`config.mk`:
```
export PLATFORM = sky130hd
export DESIGN_NAME = mandel_pixel_scheduler
export DESIGN_NICKNAME = d
export VERILOG_FILES = /design/src/rtl/mandel_pkg.sv /design/src/rtl/mandel_coord_stepper.sv /design/src/rtl/mandel_pixel_scheduler.sv
export SDC_FILE = /design/constraint.sdc
export NUM_CORES = 1
export LEC_CHECK = 0
export ABC_AREA = 1
export BUFFER_PORTS_ARGS = -buffer_cell sky130_fd_sc_hd__buf_2
export CAP_MARGIN = 20
export CELL_PAD_IN_SITES_DETAIL_PLACEMENT = 0
export CELL_PAD_IN_SITES_GLOBAL_PLACEMENT = 1
export CORE_MARGIN = 4
export CORE_UTILIZATION = 40
export DETAILED_ROUTE_END_ITERATION = 10
export PLACE_DENSITY = 0.94
export SLEW_MARGIN = 20
export SYNTH_ARGS = -nofsm -noshare
export SYNTH_HDL_FRONTEND = slang
export SYNTH_SLANG_ARGS = --single-unit
```
`constraint.sdc`:
```
create_clock -name clk -period 4.2 [get_ports clk]
set_input_delay 0.63 -clock clk [delete_from_list [all_inputs] [get_ports clk]]
set_output_delay 0.63 -clock clk [all_outputs]
set_load 0.005 [all_outputs]
```
`src/rtl/mandel_pkg.sv`:
```
// Shared definitions for the Mandelbrot pixel scheduler: fixed-point format and FSM states.
package mandel_pkg;

  localparam int COORD_W   = 27;
  localparam int FRAC_BITS = 23;
  localparam int ITER_W    = 13;

  // 1.0 in signed 4.23
  localparam logic signed [COORD_W-1:0] ONE = COORD_W'(1 << FRAC_BITS);

  typedef enum logic [2:0] {
    S_IDLE,
    S_LOAD,
    S_WAIT,
    S_WRITE,
    S_ADVANCE,
    S_DONE
  } state_t;

endpackage

```
`src/rtl/mandel_coord_stepper.sv`:
```
// Raster-order pixel walker: x/y/address counters plus cr/ci accumulators in signed 4.23.
module mandel_coord_stepper #(
  parameter int H_PIXELS = 640,
  parameter int V_PIXELS = 480,
  parameter int COORD_W  = mandel_pkg::COORD_W,
  parameter int ADDR_W   = 19
) (
  input  logic                      clk,
  input  logic                      reset,
  input  logic                      init,
  input  logic                      step,
  input  logic signed [COORD_W-1:0] cr_min,
  input  logic signed [COORD_W-1:0] ci_max,
  input  logic signed [COORD_W-1:0] dx,
  input  logic signed [COORD_W-1:0] dy,
  output logic signed [COORD_W-1:0] cr,
  output logic signed [COORD_W-1:0] ci,
  output logic [ADDR_W-1:0]         addr,
  output logic                      last_pixel
);

  localparam int X_W = (H_PIXELS > 1) ? $clog2(H_PIXELS) : 1;
  localparam int Y_W = (V_PIXELS > 1) ? $clog2(V_PIXELS) : 1;
  localparam logic [X_W-1:0] X_LAST = X_W'(H_PIXELS - 1);
  localparam logic [Y_W-1:0] Y_LAST = Y_W'(V_PIXELS - 1);

  logic [X_W-1:0]            x;
  logic [Y_W-1:0]            y;
  logic signed [COORD_W-1:0] cr_min_q;
  logic signed [COORD_W-1:0] dx_q;
  logic signed [COORD_W-1:0] dy_q;

  // Plain two's-complement wrap; the solver is expected to cope with any coordinate.
  function automatic logic signed [COORD_W-1:0] wrap_add(
    input logic signed [COORD_W-1:0] a,
    input logic signed [COORD_W-1:0] b
  );
    return a + b;
  endfunction

  function automatic logic signed [COORD_W-1:0] wrap_sub(
    input logic signed [COORD_W-1:0] a,
    input logic signed [COORD_W-1:0] b
  );
    return a - b;
  endfunction

  always_ff @(posedge clk) begin
    if (reset) begin
      x        <= '0;
      y        <= '0;
      addr     <= '0;
      cr       <= '0;
      ci       <= '0;
      cr_min_q <= '0;
      dx_q     <= '0;
      dy_q     <= '0;
    end else if (init) begin
      x        <= '0;
      y        <= '0;
      addr     <= '0;
      cr       <= cr_min;
      ci       <= ci_max;
      cr_min_q <= cr_min;
      dx_q     <= dx;
      dy_q     <= dy;
    end else if (step) begin
      if (x != X_LAST) begin
        x  <= x + 1'b1;
        cr <= wrap_add(cr, dx_q);
      end else begin
        x  <= '0;
        cr <= cr_min_q;
        y  <= y + 1'b1;
        ci <= wrap_sub(ci, dy_q);
      end
      addr <= addr + 1'b1;
    end
  end

  assign last_pixel = (x == X_LAST) && (y == Y_LAST);

endmodule

```
`src/rtl/mandel_pixel_scheduler.sv`:
```
// Frame initiator for one Mandelbrot solver: walks the pixel grid, runs the solver per pixel
// and hands each iteration count to the frame-buffer writer over valid/ready.
module mandel_pixel_scheduler #(
  parameter int H_PIXELS     = 640,
  parameter int V_PIXELS     = 480,
  parameter int COORD_W      = mandel_pkg::COORD_W,
  parameter int ITER_W       = mandel_pkg::ITER_W,
  parameter int ADDR_W       = 19,
  parameter int RESET_CYCLES = 2
) (
  input  logic                      clk,
  input  logic                      reset,
  input  logic                      start,
  input  logic signed [COORD_W-1:0] cr_min,
  input  logic signed [COORD_W-1:0] ci_max,
  input  logic signed [COORD_W-1:0] dx,
  input  logic signed [COORD_W-1:0] dy,
  input  logic [ITER_W-1:0]         max_iter,
  output logic                      solver_reset,
  output logic signed [COORD_W-1:0] solver_cr,
  output logic signed [COORD_W-1:0] solver_ci,
  output logic [ITER_W-1:0]         solver_max_iter,
  input  logic [ITER_W-1:0]         solver_iter,
  input  logic                      solver_done,
  output logic                      pix_valid,
  input  logic                      pix_ready,
  output logic [ADDR_W-1:0]         pix_addr,
  output logic [ITER_W-1:0]         pix_iter,
  output logic                      busy,
  output logic                      frame_done
);

  import mandel_pkg::*;

  localparam int RC_W = (RESET_CYCLES > 1) ? $clog2(RESET_CYCLES) : 1;
  localparam logic [RC_W-1:0] RC_LAST = RC_W'(RESET_CYCLES - 1);

  state_t                    state;
  state_t                    state_nxt;
  logic [RC_W-1:0]           rst_cnt;
  logic                      wait_armed;
  logic [ITER_W-1:0]         max_iter_q;
  logic                      init;
  logic                      step;
  logic                      last_pixel;
  logic                      done_honoured;

  assign init = (state == S_IDLE) && start;
  assign step = (state == S_ADVANCE);
  // The first WAIT cycle may still see done from the previous pixel, so it is never honoured.
  assign done_honoured = (state == S_WAIT) && wait_armed && solver_done;

  mandel_coord_stepper #(
    .H_PIXELS (H_PIXELS),
    .V_PIXELS (V_PIXELS),
    .COORD_W  (COORD_W),
    .ADDR_W   (ADDR_W)
  ) u_stepper (
    .clk        (clk),
    .reset      (reset),
    .init       (init),
    .step       (step),
    .cr_min     (cr_min),
    .ci_max     (ci_max),
    .dx         (dx),
    .dy         (dy),
    .cr         (solver_cr),
    .ci         (solver_ci),
    .addr       (pix_addr),
    .last_pixel (last_pixel)
  );

  always_ff @(posedge clk) begin
    if (reset) begin
      state      <= S_IDLE;
      rst_cnt    <= '0;
      wait_armed <= 1'b0;
      max_iter_q <= '0;
      pix_iter   <= '0;
    end else begin
      state      <= state_nxt;
      rst_cnt    <= (state == S_LOAD) ? rst_cnt + 1'b1 : '0;
      wait_armed <= (state == S_WAIT);
      if (init) begin
        max_iter_q <= max_iter;
      end
      if (done_honoured) begin
        pix_iter <= solver_iter;
      end
    end
  end

  always_comb begin
    state_nxt    = state;
    solver_reset = 1'b1;
    pix_valid    = 1'b0;
    busy         = 1'b1;
    frame_done   = 1'b0;
    case (state)
      S_IDLE: begin
        busy = 1'b0;
        if (start) state_nxt = S_LOAD;
      end
      S_LOAD: begin
        if (rst_cnt == RC_LAST) state_nxt = S_WAIT;
      end
      S_WAIT: begin
        solver_reset = 1'b0;
        if (done_honoured) state_nxt = S_WRITE;
      end
      S_WRITE: begin
        solver_reset = 1'b0;
        pix_valid    = 1'b1;
        if (pix_ready) state_nxt = S_ADVANCE;
      end
      S_ADVANCE: begin
        state_nxt = last_pixel ? S_DONE : S_LOAD;
      end
      S_DONE: begin
        busy       = 1'b0;
        frame_done = 1'b1;
        state_nxt  = S_IDLE;
      end
      default: begin
        state_nxt = S_IDLE;
      end
    endcase
  end

  assign solver_max_iter = max_iter_q;

endmodule

```
==> reports/qor.yml <==
root_buffer: "clkbuf_16"
wire_per_inst_um: 15.08
final-hold-violation-count: 0
vias: 12080
syn_nets: 2009
grt_max_degree: 97
switchingPower_uw: 4373
syn_to_final_growth_pct: 19.14
p_sw_share_pct: 45.37
synthArstFlopShare_pct: 0
ir_drop_uv: 392.8
die_w_um: 179.6
pwr-share-clk_pct: 21.3
post_synth_num_cell_types: 44
syn_avg_cell_area_um2: 6.499
synth_top_family_by_area: "simple AND/OR/NAND/NOR gates"
drc_errors: 0
rr_endpoint: "u_stepper.cr[26]"
die_height_um: 179.6
grt_pass1_vias: 11520
synth_ff_type: "dfxtp_1"
worstReg2RegStart: "state[0]"
synth_edf_count: 0
cpPeakStageDelay_ns: 0.76
dp_hpwl_um: 27620
drtPass1Iterations: 5
power.leakage_uw: 0.007002
worstSkewPairLatency_ns: 0.53
min_path_type: "input pin to register"
numCtsBuffers: 24
clockBufferDepth: 3
synth-xor-area-share_pct: 2.602
rows: 62
power_density_nw_per_um2: 686.6
power_uw: 9638
drv_slew: 0
cts.sinks: 204
path_delay_family: "buffers and inverters"
skew_ns: 0.009730
worstHoldStart: "dx[21]"
critPathKind: "register to register"
max_cap_viol_count: 0
nNetsFinal: 2222
cts_tree: "done"
numPortBuffers: 241
grt_pass1_wl_um: 59160
relSlewSlack_pct: 30.71
drtIter0Drc: 775
place_inst: 2384
fill_cells: 3087
vias_per_cell: 4.977
synth-compound-area-share_pct: 16.37
synth-seq-cells: 204
path_cells: "nor2_4, inv_1, nor2_2, nand2_4, clkinv_2, buf_4, nand2_1, nand2_1, inv_1, a21oi_1"
syn_area_um2: 11780
routed_wl_um: 36610
cts_hold_buf: 0
crit_path_start_kind: "register"
overflow: 0
path_buf_inv: 4
critPathRequiredTime_ns: 4.66
holdWs_ns: 0.3444
ctsResizeCount: 0
antenna_found_initial: 6
core_um2: 28860
worstHoldEndpoint: "u_stepper.dx_q[21]"
period_needed_ns: 2.570
cts_setup_buffers: 0
muxShareOfSynthArea_pct: 0.08495
post-route-period-util_pct: 61.18
synthSimpleGateAreaFrac_pct: 29.63
finalSetupViolCount: 0
worst_pin_slew_ns: 1.039
layout_commonest_cell: "nand2_1"
seqPwrFrac_pct: 27.6
ys_warn_count: 0
layout_common_cells: "nand2_1, inv_1, buf_2"
drive_above_1_share_pct: 15.62
clk_pin_slew_worst_paths_ns: 0.06
p_comb_share_pct: 51.0
r2r_cells: 10
fp.dieArea_um2: 32270
tns_ns: 0
dpl_cell_area_um2: 13260
design_area_um2: 14040
synth_fa_ha_area_share_pct: 6.180
worst_setup_path_end_kind: "register"
drtAntennaViolNets: 0
fin_cells: 2428
rsz0062_at_grt: "no"
place.gp.congestion: 0.9083
ios: 242
internal_power_uw: 5265
synth_cells: 1813
start_util_pct: 40.83
slowest_stage: "buf_4"
crit_fanout: 96
status: "complete, no violations"
clock.fmax_mhz: 389.2
grt_use_total_pct: 21.59
reg2reg_slack_ns: 1.63
h-tree-depth: 1
ys_seq_area_share_pct: 34.66
holdPathStages: 3
arrival_ns: 3.03
==> kinds of logic after synthesis <==
| family | after synthesis |
|---|---|
| and+or+nand+nor | 834 |
| AOI/OAI and AO/OA | 367 |
| buffers and inverters | 315 |
| DFF | 204 |
| adders and majority gates | 57 |
| xor gates and xnor gates | 35 |
| muxes | 1 |
==> cell usage after synthesis, types with 4 or more instances <==
master,number,area (um2)
o211ai_1,5,37.54
o21bai_1,8,60.06
nand4_1,19,118.9
o21ai_1,11,55.05
o21ai_0,116,580.6
nor3_1,21,105.1
inv_2,5,18.77
dfxtp_1,204,4084
a31oi_1,11,68.82
a21oi_1,188,940.9
nand3_1,89,445.4
and2_1,5,31.28
nor2_4,4,45.04
buf_2,26,130.1
nor2_1,138,518.0
xor2_1,23,201.4
nand2_1,533,2001
inv_1,244,915.9
clkbuf_1,27,101.4
o22ai_1,20,125.1
ha_1,55,688.2
nand2_4,5,56.30
buf_1,5,18.77
xnor2_1,12,105.1
==> state kept, by name, indices dropped and copies added (netlist names), 10 cells and up <==
| name | flops |
|---|---|
| u_stepper.x | 10 |
| pix_iter | 13 |
| solver_max_iter | 13 |
| u_stepper.dx_q | 27 |
| u_stepper.addr | 19 |
| u_stepper.cr_min_q | 27 |
| u_stepper.cr | 27 |
| u_stepper.dy_q | 27 |
| u_stepper.ci | 27 |
==> power by group through the flow <==
stage | clock (uW) | combinational (uW) | sequential (uW)
floorplan | 0 | 3490 | 2620
global placement | 0 | 4830 | 2690
detailed placement | 0 | 4870 | 2700
CTS | 2100 | 4900 | 2660
global route | 2180 | 5560 | 2700
finish | 2060 | 4920 | 2660
==> worst min-delay path: cells and delay by family <==
family	cells	cell delay (ns)
and+or+nand+nor	1	0.05
buffers and inverters	1	0.09
AOI/OAI and AO/OA	1	0.05
==> final cells by class <==
cell class | count | area, um2 | share of cell area, %
multi-input combinational | 1294 | 6472 | 46.11
sequential | 204 | 4084 | 29.09
timing repair buffer | 248 | 1259 | 8.967
inverter | 254 | 962.2 | 6.854
clock buffer | 34 | 688.2 | 4.902
tap | 384 | 480.5 | 3.423
clock inverter | 8 | 86.33 | 0.6150
antenna | 2 | 5.005 | 0.03565
==> through the flow <==
stage	setup slack, ns	util, %
6_report	1.630	48.64
5_1_grt	1.388	48.63
4_1_cts	1.639	48.63
3_5_place_dp	1.664	45.94
3_3_place_gp	1.756	45.94
2_1_floorplan	2.302	-
==> worst max-delay path by stage <==
stage | cells after the start | slack (ns) | end | from
CTS | 10 | 1.64 | u_stepper.cr[26] | state[0]
global placement | 8 | 1.76 | u_stepper.cr[15] | start
finish | 10 | 1.63 | u_stepper.cr[26] | state[0]
global route | 10 | 1.39 | u_stepper.cr[26] | state[1]
floorplan | 13 | 2.30 | u_stepper.ci[16] | u_stepper.ci[0]
detailed placement | 10 | 1.66 | u_stepper.cr[26] | state[0]
==> per-layer routing <==
| layer | wire, um | global-route usage, % | vias to the layer above |
|---|---|---|---|
| met5 | 58 | 0 | - |
| met4 | 689 | 4.328 | 8 |
| met3 | 2521 | 4.972 | 59 |
| met2 | 16400 | 36.04 | 324 |
| met1 | 16940 | 28.83 | 5447 |
| li1 | - | - | 6245 |
(Power assumes the default switching activity.)
